===== src/rtl/div_pkg.sv =====
// ============================================================================
// Module   : div_pkg
// Purpose  : Shared op encodings, FSM state codes and width default for div_iter.
// Revision : 1.0  initial release
// ============================================================================
`default_nettype none

package div_pkg;

  localparam int DIV_XLEN = 32;

  localparam logic [1:0] DIV_OP_DIV  = 2'b00;
  localparam logic [1:0] DIV_OP_DIVU = 2'b01;
  localparam logic [1:0] DIV_OP_REM  = 2'b10;
  localparam logic [1:0] DIV_OP_REMU = 2'b11;

  localparam logic [1:0] S_IDLE = 2'd0;
  localparam logic [1:0] S_CALC = 2'd1;
  localparam logic [1:0] S_FIX  = 2'd2;
  localparam logic [1:0] S_DONE = 2'd3;

endpackage

`default_nettype wire


===== src/rtl/div_step.sv =====
// ============================================================================
// Module   : div_step
// Purpose  : One combinational restoring-division iteration (shift, trial subtract).
// Revision : 1.0  initial release
// ============================================================================
`default_nettype none

module div_step #(
  parameter int XLEN = 32
) (
  input  logic [XLEN-1:0] rem,
  input  logic            dvd_msb,
  input  logic [XLEN-1:0] dvs,
  output logic [XLEN-1:0] rem_nxt,
  output logic            q_bit
);

  logic [XLEN:0] w_shift;
  logic [XLEN:0] w_trial;

  assign w_shift = {rem, dvd_msb};
  assign w_trial = w_shift - {1'b0, dvs};
  assign q_bit   = ~w_trial[XLEN];
  assign rem_nxt = q_bit ? w_trial[XLEN-1:0] : w_shift[XLEN-1:0];

endmodule

`default_nettype wire


===== src/rtl/div_iter.sv =====
// ============================================================================
// Module   : div_iter
// Purpose  : Iterative radix-2 restoring divider for RV32M DIV/DIVU/REM/REMU.
//            Optional macro DIV_EARLY_OUT_EN: finish at accept when |a| < |b|.
// Revision : 1.0  initial release
// ============================================================================
`default_nettype none

module div_iter
  import div_pkg::*;
#(
  parameter int XLEN  = DIV_XLEN,
  parameter int CNT_W = $clog2(XLEN)
) (
  input  logic            clk,
  input  logic            rst,
  input  logic            in_valid,
  output logic            in_ready,
  input  logic [1:0]      op,
  input  logic [XLEN-1:0] a,
  input  logic [XLEN-1:0] b,
  output logic            out_valid,
  input  logic            out_ready,
  output logic [XLEN-1:0] result,
  output logic            busy
);

  logic [1:0]      r_state;
  logic [1:0]      w_state_nxt;
  logic [CNT_W-1:0] r_cnt;
  logic [XLEN-1:0] r_rem;
  logic [XLEN-1:0] r_dvd;
  logic [XLEN-1:0] r_dvs;
  logic [XLEN-1:0] r_result;
  logic            r_neg_q;
  logic            r_neg_r;
  logic            r_sel_rem;

  logic            w_accept;
  logic            w_signed;
  logic            w_div0;
  logic            w_ovf;
  logic            w_early;
  logic            w_special;
  logic [XLEN-1:0] w_mag_a;
  logic [XLEN-1:0] w_mag_b;
  logic [XLEN-1:0] w_special_res;
  logic [XLEN-1:0] w_rem_nxt;
  logic            w_q_bit;
  logic [XLEN-1:0] w_q_fix;
  logic [XLEN-1:0] w_r_fix;

  assign w_accept = in_valid && (r_state == S_IDLE);
  assign w_signed = ~op[0];
  assign w_mag_a  = (w_signed && a[XLEN-1]) ? -a : a;
  assign w_mag_b  = (w_signed && b[XLEN-1]) ? -b : b;

  // Cases resolved without iterating: divide by zero and the one signed overflow.
  assign w_div0 = (b == '0);
  assign w_ovf  = w_signed && (a == {1'b1, {(XLEN-1){1'b0}}}) && (b == '1);
`ifdef DIV_EARLY_OUT_EN
  assign w_early = (w_mag_a < w_mag_b);
`else
  assign w_early = 1'b0;
`endif
  assign w_special = w_div0 || w_ovf || w_early;

  always_comb begin
    w_special_res = '0;
    if (op[1]) begin
      if (!w_ovf) w_special_res = a;
    end else begin
      if (w_div0)     w_special_res = '1;
      else if (w_ovf) w_special_res = a;
    end
  end

  div_step #(.XLEN(XLEN)) u_step (
    .rem     (r_rem),
    .dvd_msb (r_dvd[XLEN-1]),
    .dvs     (r_dvs),
    .rem_nxt (w_rem_nxt),
    .q_bit   (w_q_bit)
  );

  assign w_q_fix = r_neg_q ? -r_dvd : r_dvd;
  assign w_r_fix = r_neg_r ? -r_rem : r_rem;

  always_comb begin
    w_state_nxt = r_state;
    case (r_state)
      S_IDLE:  if (w_accept) w_state_nxt = w_special ? S_DONE : S_CALC;
      S_CALC:  if (r_cnt == CNT_W'(XLEN-1)) w_state_nxt = S_FIX;
      S_FIX:   w_state_nxt = S_DONE;
      S_DONE:  if (out_ready) w_state_nxt = S_IDLE;
      default: w_state_nxt = S_IDLE;
    endcase
  end

  always_ff @(posedge clk or posedge rst) begin
    if (rst) r_state <= S_IDLE;
    else     r_state <= w_state_nxt;
  end

  // Quotient bits shift into the dividend register as its MSBs are consumed.
  always_ff @(posedge clk or posedge rst) begin
    if (rst) begin
      r_cnt     <= '0;
      r_rem     <= '0;
      r_dvd     <= '0;
      r_dvs     <= '0;
      r_result  <= '0;
      r_neg_q   <= 1'b0;
      r_neg_r   <= 1'b0;
      r_sel_rem <= 1'b0;
    end else begin
      case (r_state)
        S_IDLE: begin
          if (w_accept) begin
            r_dvd     <= w_mag_a;
            r_dvs     <= w_mag_b;
            r_neg_q   <= w_signed && (a[XLEN-1] ^ b[XLEN-1]);
            r_neg_r   <= w_signed && a[XLEN-1];
            r_sel_rem <= op[1];
            r_rem     <= '0;
            r_cnt     <= '0;
            if (w_special) r_result <= w_special_res;
          end
        end
        S_CALC: begin
          r_rem <= w_rem_nxt;
          r_dvd <= {r_dvd[XLEN-2:0], w_q_bit};
          r_cnt <= r_cnt + 1'b1;
        end
        S_FIX: r_result <= r_sel_rem ? w_r_fix : w_q_fix;
        default: ;
      endcase
    end
  end

  assign in_ready  = (r_state == S_IDLE);
  assign out_valid = (r_state == S_DONE);
  assign busy      = (r_state != S_IDLE);
  assign result    = r_result;

endmodule

`default_nettype wire

===== config.mk =====
export PLATFORM = sky130hd
export DESIGN_NAME = div_iter
export DESIGN_NICKNAME = d
export VERILOG_FILES = /design/src/rtl/div_pkg.sv /design/src/rtl/div_step.sv /design/src/rtl/div_iter.sv
export SDC_FILE = /design/constraint.sdc
export NUM_CORES = 1
export LEC_CHECK = 0
export BUFFER_PORTS_ARGS = -buffer_cell sky130_fd_sc_hd__buf_2
export CAP_MARGIN = 10
export CORE_MARGIN = 2
export CORE_UTILIZATION = 66
export DETAILED_ROUTE_END_ITERATION = 10
export PLACE_DENSITY = 0.95
export SETUP_SLACK_MARGIN = 0.15
export SLEW_MARGIN = 10
export SYNTH_ARGS = -nofsm -noshare
export SYNTH_HDL_FRONTEND = slang
export SYNTH_SLANG_ARGS = --single-unit

===== constraint.sdc =====
create_clock -name clk -period 7.6 [get_ports clk]
set_input_delay 0.38 -clock clk [delete_from_list [all_inputs] [get_ports clk]]
set_output_delay 0.38 -clock clk [all_outputs]
set_load 0.05 [all_outputs]

==> results of run 1 <==
[logic make-up after synthesis]
kind of cell	synth area share (%)
xor+xnor	11.2
mux	2.81
simple gates	18.5
buf+inv	4.77
compound gates	26.6
flops	31.1
fa+ha+maj	5.02
[power by group through the flow]
| stage | sequential [mW] | clock, mW | combinational (mW) |
|---|---|---|---|
| floorplan | 1.56 | 0 | 2.95 |
| global placement | 1.45 | 0 | 3.76 |
| finish | 1.49 | 0.827 | 3.98 |
| global route | 1.53 | 0.856 | 4.36 |
| detailed placement | 1.47 | 0 | 3.88 |
| CTS | 1.47 | 0.829 | 3.93 |
[metal layers]
metal  GRT usage (%)  vias to the layer above  share of wire, %
met3            7.15                       96               8.5
met4            14.5                        0               3.4
met5               0                        -                 0
met2            56.8                      574                48
li1                -                     4997                 -
met1            43.5                     5016                40
[layout make-up]
class / count / area, um2
inverter: 56 / 215
tap: 220 / 275
fill: 1152 / 4270
sequential: 138 / 3450
clock buffer: 24 / 492
clock inverter: 7 / 90.1
multi-input combinational: 1096 / 7140
timing repair buffer: 113 / 588
[worst max-delay path by stage]
stage | slack [ns] | startpoint | to | cells past startpoint
floorplan | 3.52 | rst | r_cnt[0] | 1
finish | 4.34 | r_rem[11] | result[23] | 8
global placement | 4.28 | b[6] | result[26] | 10
CTS | 4.38 | r_dvd[31] | r_rem[11] | 12
global route | 4.15 | r_rem[0] | r_rem[9] | 11
detailed placement | 4.14 | b[13] | result[31] | 9
[flip-flops by register name (all words and copies together), names as in the netlist]
register and cells:
r_dvs 32, r_state 2, r_rem 32, r_sel_rem 1, r_dvd 32, r_neg_r 1
result 32, r_cnt 5, r_neg_q 1
[cell usage in the layout (no fill, tap or decap), drive strengths merged, types with 5 or more instances in the layout]
cell type / n
o41ai: 15
a21o: 30
nor2b: 7
nand2: 177
ha: 43
nand3: 17
xor2: 64
xnor2: 77
nand2b: 20
inv: 56
a21oi: 137
a31oi: 10
o21ai: 164
nor2: 81
o21a: 5
a22o: 5
or4: 17
or3: 17
o22ai: 8
buf: 113
and2: 6
a211oi: 24
nand4: 15
dfrtp: 138
o31ai: 35
mux2i: 29
clkbuf: 24
and3: 10
nor4: 10
o211ai: 11
nor3: 21
==> results.json, run 1 <==
{
  "clk_path_buf_depth": 2,
  "timing.final.crit_share_pct": 42.9,
  "r2r_cells": 8,
  "p_clk_share_pct": 13.1,
  "drt_wl_total_um": 30400,
  "final_area_um2": 12300,
  "path_delay_family": "simple AND/OR/NAND/NOR gates",
  "diodes": 0,
  "synth_top_area_share_pct": 31.1,
  "fin_worst_skew_ns": 0.0141,
  "yosys_warnings": 0,
  "criticalPathCategory": "flip-flop to flip-flop",
  "synth_area_per_cell_um2": 8.16,
  "switchingPower_mw": 3.20,
  "r2r_slack_ns": 4.34,
  "timing.rr.end": "result[23]",
  "rsz0062_at_grt": "false",
  "htree_levels": 4,
  "async_flop_share_pct": 100,
  "layout.cells.non_filler": 1654,
  "power_density_nw_per_um2": 514,
  "drive_gt1_share_pct": 13.9,
  "cts_resized": 0,
  "yosysMostFrequentCell": "nand2_1",
  "setup_viol": 0,
  "wl_per_cell_um": 18.4,
  "crit_path_max_incr_delay_ns": 0.63,
  "cp-end-kind": "flip-flop",
  "cts_sinks": 138,
  "p_int_mw": 3.10,
  "holdCritPathClass": "input pin to async pin",
  "irDropWorstVdd_mv": 0.276,
  "tns_ns": 0,
  "post_synth_num_cell_types": 78,
  "grt_pass1_vias": 10100,
  "finalMaxSlewViolations": 0,
  "path_buf_inv": 0,
  "synth_ff_type": "dfrtp_1",
  "grt_usage_pct": 34.2,
  "overflow": 0,
  "final.setup.worst_slack_ns": 4.34,
  "vias": 10700,
  "synthTopCellsByCount": "nand2_1 (177), o21ai_0 (143), dfrtp_1 (138)",
  "synth_edf_count": 0,
  "drtIter0Drc": 1136,
  "firstDrtPassIters": 6,
  "die_x_um": 134,
  "synth_nets": 1476,
  "path_clk_slew_ns": 0.06,
  "grt_pass1_wl_um": 49400,
  "worst_pin_slew_ns": 1.19,
  "ys_top_cells_by_area": "dfrtp_1 (31%), o21ai_0 (6.4%), a21oi_1 (6.1%), xnor2_1 (6.1%), nand2_1 (6.0%)",
  "cp_cell_sequence": "or4_1 > or4_1 > nor3_2 > nand3_1 > o41ai_1 > xnor2_1 > a21oi_1 > o31ai_2",
  "route.detailed.drc": 0,
  "post_cts_buffers": 0,
  "holdBufCountCts": 0,
  "start_util_pct": 67.2,
  "status": "finished, final reports clean",
  "final_util_pct": 74.2,
  "die-height_um": 134,
  "post-place-ws_ns": 4.14,
  "drv_cap": 0,
  "timing.rr.start": "r_rem[11]",
  "arrival_ns": 3.59,
  "grt_start_max_net_pins": 76,
  "synth_top_cell_by_area": "dfrtp_1",
  "dieArea_um2": 17900,
  "hpwl_um": 21500,
  "core_um2": 16500,
  "hold_violations": 0,
  "detail-route-antenna-nets": 0,
  "numCtsBuffers": 17,
  "cts-root-buf": "clkbuf_16",
  "crit_slowest_cell": "or4_1",
  "hold_ws_ns": 0.0588,
  "gp_congestion": 0.940,
  "syn_area_um2": 11100,
  "numPlacedInstances": 1623,
  "pwr-share-seq_pct": 23.6,
  "dpl_cell_area_um2": 11700,
  "numPortBuffers": 104,
  "period_minus_slack_ns": 3.26,
  "ioPinCount": 105,
  "relSlewSlack_pct": 20.3,
  "startpoint_type": "flip-flop",
  "synth-seq-cells": 138,
  "rows": 47,
  "viasPerCell": 6.46,
  "seq_area_frac_synth_pct": 31.1,
  "fmax_mhz": 307,
  "antenna_found_initial": 0,
  "tritoncts": "yes",
  "cp_max_fo": 8,
  "critPathRequiredTime_ns": 7.93,
  "final_nets": 1536,
  "clk_latency_ns": 0.43,
  "netlist_instances": 1362,
  "syn_to_final_growth_pct": 10.3,
  "p_comb_share_pct": 63.2,
  "switching_share_pct": 50.8,
  "total_power_mw": 6.30,
  "p_leak_nw": 5.45,
  "cp_common_cell": "or4_1"
}
(Power assumes the default switching activity.)
==> run 2, diff against run 1 <==
--- a/config.mk
+++ b/config.mk
@@ -8,9 +8,9 @@
 export BUFFER_PORTS_ARGS = -buffer_cell sky130_fd_sc_hd__buf_2
 export CAP_MARGIN = 10
 export CORE_MARGIN = 2
-export CORE_UTILIZATION = 66
+export CORE_UTILIZATION = 55
 export DETAILED_ROUTE_END_ITERATION = 10
-export PLACE_DENSITY = 0.95
+export PLACE_DENSITY = 0.9
 export SETUP_SLACK_MARGIN = 0.15
 export SLEW_MARGIN = 10
 export SYNTH_ARGS = -nofsm -noshare
==> constraint.sdc (replaced) <==
create_clock -name clk -period 2.96 [get_ports clk]
set_input_delay 0.148 -clock clk [delete_from_list [all_inputs] [get_ports clk]]
set_output_delay 0.148 -clock clk [all_outputs]
set_load 0.05 [all_outputs]
==> results.json, run 2 (same netlist as run 1, synthesis figures left out) <==
{
  "timing.rr.start": "r_dvs[0]",
  "rows": 51,
  "period_minus_slack_ns": 2.88,
  "clk_path_buf_depth": 2,
  "timing.rr.end": "r_rem[16]",
  "criticalPathCategory": "flip-flop to flip-flop",
  "startpoint_type": "flip-flop",
  "wl_per_cell_um": 19.4,
  "finalMaxSlewViolations": 0,
  "cp-end-kind": "flip-flop",
  "htree_levels": 4,
  "layout.cells.non_filler": 1787,
  "irDropWorstVdd_mv": 0.832,
  "numPlacedInstances": 1739,
  "grt_usage_pct": 31.1,
  "p_leak_nw": 5.95,
  "detail-route-antenna-nets": 0,
  "drt_wl_total_um": 34700,
  "critPathRequiredTime_ns": 3.28,
  "numCtsBuffers": 17,
  "r2r_slack_ns": 0.08,
  "die_x_um": 146,
  "dieArea_um2": 21400,
  "whs_path_depth": 3,
  "die-height_um": 146,
  "timing.final.crit_share_pct": 97.4,
  "hpwl_um": 24100,
  "status": "finished, final reports clean",
  "cts_sinks": 138,
  "tritoncts": "yes",
  "holdCritStartpoint": "b[1]",
  "start_util_pct": 56.5,
  "regArea_um2": 3460,
  "syn_to_final_growth_pct": 20.2,
  "setup_viol": 0,
  "holdCritPathClass": "input pin to flip-flop",
  "numPortBuffers": 104,
  "route.detailed.drc": 0,
  "diodes": 0,
  "power_density_nw_per_um2": 1370,
  "layout.filler_cells": 1509,
  "antenna_found_initial": 0,
  "hold_violations": 0,
  "grt_start_max_net_pins": 66,
  "core_um2": 19700,
  "viasPerCell": 6.34,
  "grt_pass1_wl_um": 54000,
  "final_nets": 1627,
  "final_common_cell": "nand2_1",
  "gp_congestion": 0.949,
  "relSlewSlack_pct": 29.3,
  "fin_worst_skew_ns": 0.00942,
  "drv_cap": 0,
  "hold_ws_ns": 0.0192,
  "clk_latency_ns": 0.42,
  "multiInputGateArea_um2": 7410,
  "grt_pass1_vias": 10900,
  "drtIter0Drc": 1223,
  "vias": 11300,
  "worst_pin_slew_ns": 1.05,
  "arrival_ns": 3.20,
  "drive_gt1_share_pct": 21.9,
  "overflow": 0,
  "rsz0062_at_grt": "true",
  "min_to": "r_dvs[1]",
  "fmax_mhz": 347,
  "r2r_cells": 14,
  "cts-root-buf": "clkbuf_16",
  "firstDrtPassIters": 5,
  "cp_max_fo": 10,
  "final_cell_mix": "nand2_1 (176), dfrtp_1 (135), o21ai_0 (131)",
  "ioPinCount": 105,
  "path_clk_slew_ns": 0.06
}
==> run 2: changes by cell type in the layout (fill, tap and decap cells not counted), sizes merged <==
cell / delta
clkbuf: +3
bufinv: -2
clkinv: +1
inv: -1
clkinvlp: -1
buf: +87
dlygate4sd3: +1
==> run 2: through the flow <==
stage               area [um2]  TNS, ns  worst slack, ns  utilization (%)  power (mW)
floorplan                11100        0            0.208                -        11.6
CTS                      13000        0            0.133             66.3        17.0
detailed placement       12400        0           0.0115             62.9        14.6
global placement         12400        0            0.114             62.9        14.2
global route             13400  -0.0767          -0.0475             67.9        19.4
finish                   13400        0           0.0762             67.9        18.2
==> run 2: power breakdown <==
group	internal (mW)	total, mW	leakage, nW	switching, mW
combinational	5.21	12.6	3.96	7.39
clock	1.11	1.90	0.251	0.787
sequential	2.75	3.73	1.74	0.978
==> run 2: critical path: stages (launching register included) <==
cell      delay (ns)
dfrtp_1         0.41
ha_2            0.20
fa_2            0.35
nand2b_4        0.17
a21oi_4         0.16
o211ai_1        0.10
buf_4           0.17
nand3_4         0.10
and3_4          0.17
o211ai_1        0.09
buf_4           0.18
buf_4           0.15
buf_6           0.16
mux2i_1         0.13
o21ai_0         0.22
==> run 2: layer usage <==
metal | vias to the layer above | global-route usage (%) | wire length [um]
li1 | 5172 | - | -
met2 | 672 | 51.8 | 16600
met4 | 0 | 14.5 | 1470
met5 | - | 0 | 0
met1 | 5349 | 38.4 | 13400
met3 | 139 | 7.28 | 3220
==> run 2: worst max-delay path by stage <==
stage,start,endpoint,slack (ns),cells after the start
detailed placement,b[6],result[20],0.01,10
global placement,b[6],result[21],0.11,10
global route,r_rem[22],result[31],-0.05,8
CTS,r_rem[12],result[22],0.13,9
finish,r_dvs[0],r_rem[16],0.08,14
floorplan,r_rem[16],r_rem[14],0.21,11
==> run 2: final cells by class <==
class                           count  area share, %
Multi-Input combinational cell   1096           55.5
Sequential cell                   138           25.9
Timing Repair Buffer              204           10.8
Clock buffer                       24           3.61
Tap cell                          265           2.48
Inverter                           56           1.60
Clock inverter                      4          0.150
==> run 2: what timing repair did <==
item / in CTS / in global routing
pin swaps: 5 / 14
resized for setup: 22 / 51
buffers inserted: 5 / 9
endpoints found under the hold margin: 27 / 0
hold buffers: 1 / 0
cloned: 2 / 3
endpoints found under the setup margin: 39 / 47
==> run 3, diff against run 2 <==
--- a/config.mk
+++ b/config.mk
@@ -8,9 +8,9 @@
 export BUFFER_PORTS_ARGS = -buffer_cell sky130_fd_sc_hd__buf_2
 export CAP_MARGIN = 10
 export CORE_MARGIN = 2
-export CORE_UTILIZATION = 55
+export CORE_UTILIZATION = 35
 export DETAILED_ROUTE_END_ITERATION = 10
-export PLACE_DENSITY = 0.9
+export PLACE_DENSITY = 0.66
 export SETUP_SLACK_MARGIN = 0.15
 export SLEW_MARGIN = 10
 export SYNTH_ARGS = -nofsm -noshare
==> results.json, run 3 (same netlist as run 1, synthesis figures left out) <==
{
  "final_area_um2": 14000,
  "period_minus_slack_ns": 2.82,
  "status": "finished, final reports clean",
  "r2r_cells": 8,
  "fmax_mhz": 354,
  "holdCritPathClass": "input pin to flip-flop",
  "grt_start_max_net_pins": 66,
  "final.setup.worst_slack_ns": 0.139,
  "wl_per_cell_um": 17.7,
  "die-height_um": 182,
  "worst_pin_slew_ns": 0.964,
  "arrival_ns": 3.17,
  "vias": 10700,
  "start_util_pct": 35.4,
  "tritoncts": "yes",
  "hold_violations": 0,
  "grt_usage_pct": 20.4,
  "irDropWorstVdd_mv": 0.665,
  "antenna_found_initial": 0,
  "ioPinCount": 105,
  "endpoint": "result[30]",
  "fin_worst_skew_ns": 0.0108,
  "final_util_pct": 44.5,
  "relSlewSlack_pct": 35.5,
  "cp_cell_sequence": "or4_4 > or4_4 > or3_4 > or2_4 > o31ai_4 > xnor2_1 > o22ai_1 > o31ai_2",
  "timing.rr.end": "result[30]",
  "crit_slowest_cell": "or4_4",
  "clk_latency_ns": 0.43,
  "drt_wl_total_um": 34600,
  "path_delay_family": "simple AND/OR/NAND/NOR gates",
  "criticalPathCategory": "flip-flop to flip-flop",
  "drtIter0Drc": 883,
  "route.detailed.drc": 0,
  "timing.rr.start": "r_dvd[11]",
  "setup_viol": 0,
  "power_density_nw_per_um2": 1350,
  "tns_ns": 0,
  "post-place-ws_ns": 0.0213,
  "switching_share_pct": 48.4,
  "p_clk_share_pct": 12.0,
  "cp_max_fo": 3,
  "firstDrtPassIters": 7,
  "numCtsBuffers": 17,
  "path_buf_inv": 0,
  "diodes": 0,
  "crit_path_start": "r_dvd[11]",
  "grt_pass1_vias": 10100,
  "overflow": 0,
  "path_clk_slew_ns": 0.06,
  "dpl_cell_area_um2": 12600,
  "final_cell_mix": "nand2_1 (176), o21ai_0 (129), dfrtp_1 (129)",
  "cp_common_cell": "or4_4",
  "r2r_slack_ns": 0.14,
  "syn_to_final_growth_pct": 25.6,
  "core_um2": 31400,
  "drive_gt1_share_pct": 25.0,
  "final_nets": 1648,
  "worst-path-stages": 8,
  "total_power_mw": 18.8,
  "viasPerCell": 5.50,
  "grt_pass1_wl_um": 54200,
  "rows": 65,
  "p_int_mw": 9.69,
  "critPathRequiredTime_ns": 3.30,
  "cts-root-buf": "clkbuf_16",
  "numPortBuffers": 104,
  "final_common_cell": "nand2_1",
  "hpwl_um": 25000,
  "finalMaxSlewViolations": 0,
  "p_comb_share_pct": 68.7,
  "switchingPower_mw": 9.11,
  "gp_congestion": 0.871,
  "detail-route-antenna-nets": 0,
  "cts_sinks": 138,
  "htree_levels": 4,
  "p_leak_nw": 6.11,
  "clk_path_buf_depth": 2,
  "timing.final.crit_share_pct": 95.3,
  "dieArea_um2": 33200,
  "startpoint_type": "flip-flop",
  "pwr-share-seq_pct": 19.4,
  "drv_cap": 0,
  "cp-end-kind": "flip-flop",
  "rsz0062_at_grt": "true",
  "crit_path_max_incr_delay_ns": 0.55,
  "die_x_um": 182
}
-- run 3: metal layers --
metal | part of all wire (%) | vias to the layer above | GRT usage [%] | wire [um]
met5 | 0 | - | 0 | 0
met4 | 2.1 | 0 | 5.52 | 724
met3 | 5.4 | 46 | 3.25 | 1850
met2 | 46 | 311 | 33.0 | 15900
met1 | 46 | 5129 | 28.2 | 16000
li1 | - | 5232 | - | -
-- run 3: per-stage QoR --
step	hold WS [ns]	std cells
3_3_place_gp	0.327	1891
2_1_floorplan	0.244	1362
3_5_place_dp	0.328	1891
6_report	0.0153	1948
4_1_cts	0.00356	1932
5_1_grt	0.0537	1948
-- run 3: power groups by stage --
stage	clock network, mW	logic (mW)	registers [mW]
global placement	0	11.0	3.55
finish	2.25	12.9	3.64
detailed placement	0	11.1	3.60
global route	2.36	14.1	3.75
floorplan	0	7.56	4.02
CTS	2.27	11.6	3.59
-- run 3: cell type report --
type                    instances  area [um2]
well taps                     402         503
clock buffers                  25         536
flip-flops and latches        138        3460
repair buffers                225        1580
fillers                      3104       17400
inverters                      56         214
multi-input cells            1096        7580
clock inverters                 6        82.6
-- run 3: timing repair --
item	CTS	global route
pin swaps	7	35
endpoints found under the hold margin	28	0
resized for setup	21	87
hold buffers	1	0
cloned	2	3
setup buffers	7	13
setup endpoints to repair	35	48
-- run 3: how the worst min path moves through the flow --
stage / slack (ns) / startpoint / depth (start not counted) / end
floorplan: 0.24 / op[0] / 1 / r_neg_q
global placement: 0.33 / rst / 2 / r_dvs[6]
detailed placement: 0.33 / rst / 2 / r_dvs[6]
CTS: 0.004 / b[1] / 3 / r_dvs[1]
global route: 0.05 / b[1] / 3 / r_dvs[1]
finish: 0.02 / b[1] / 3 / r_dvs[1]
-- run 3: worst register-to-register path, delay by kind of cell, from the launching register on --
family	cells	cell delay (ns)
AND/OR/NAND/NOR	4	1.68
flip-flops	1	0.39
AO/OA/AOI/OAI	3	0.50
XOR/XNOR	1	0.16
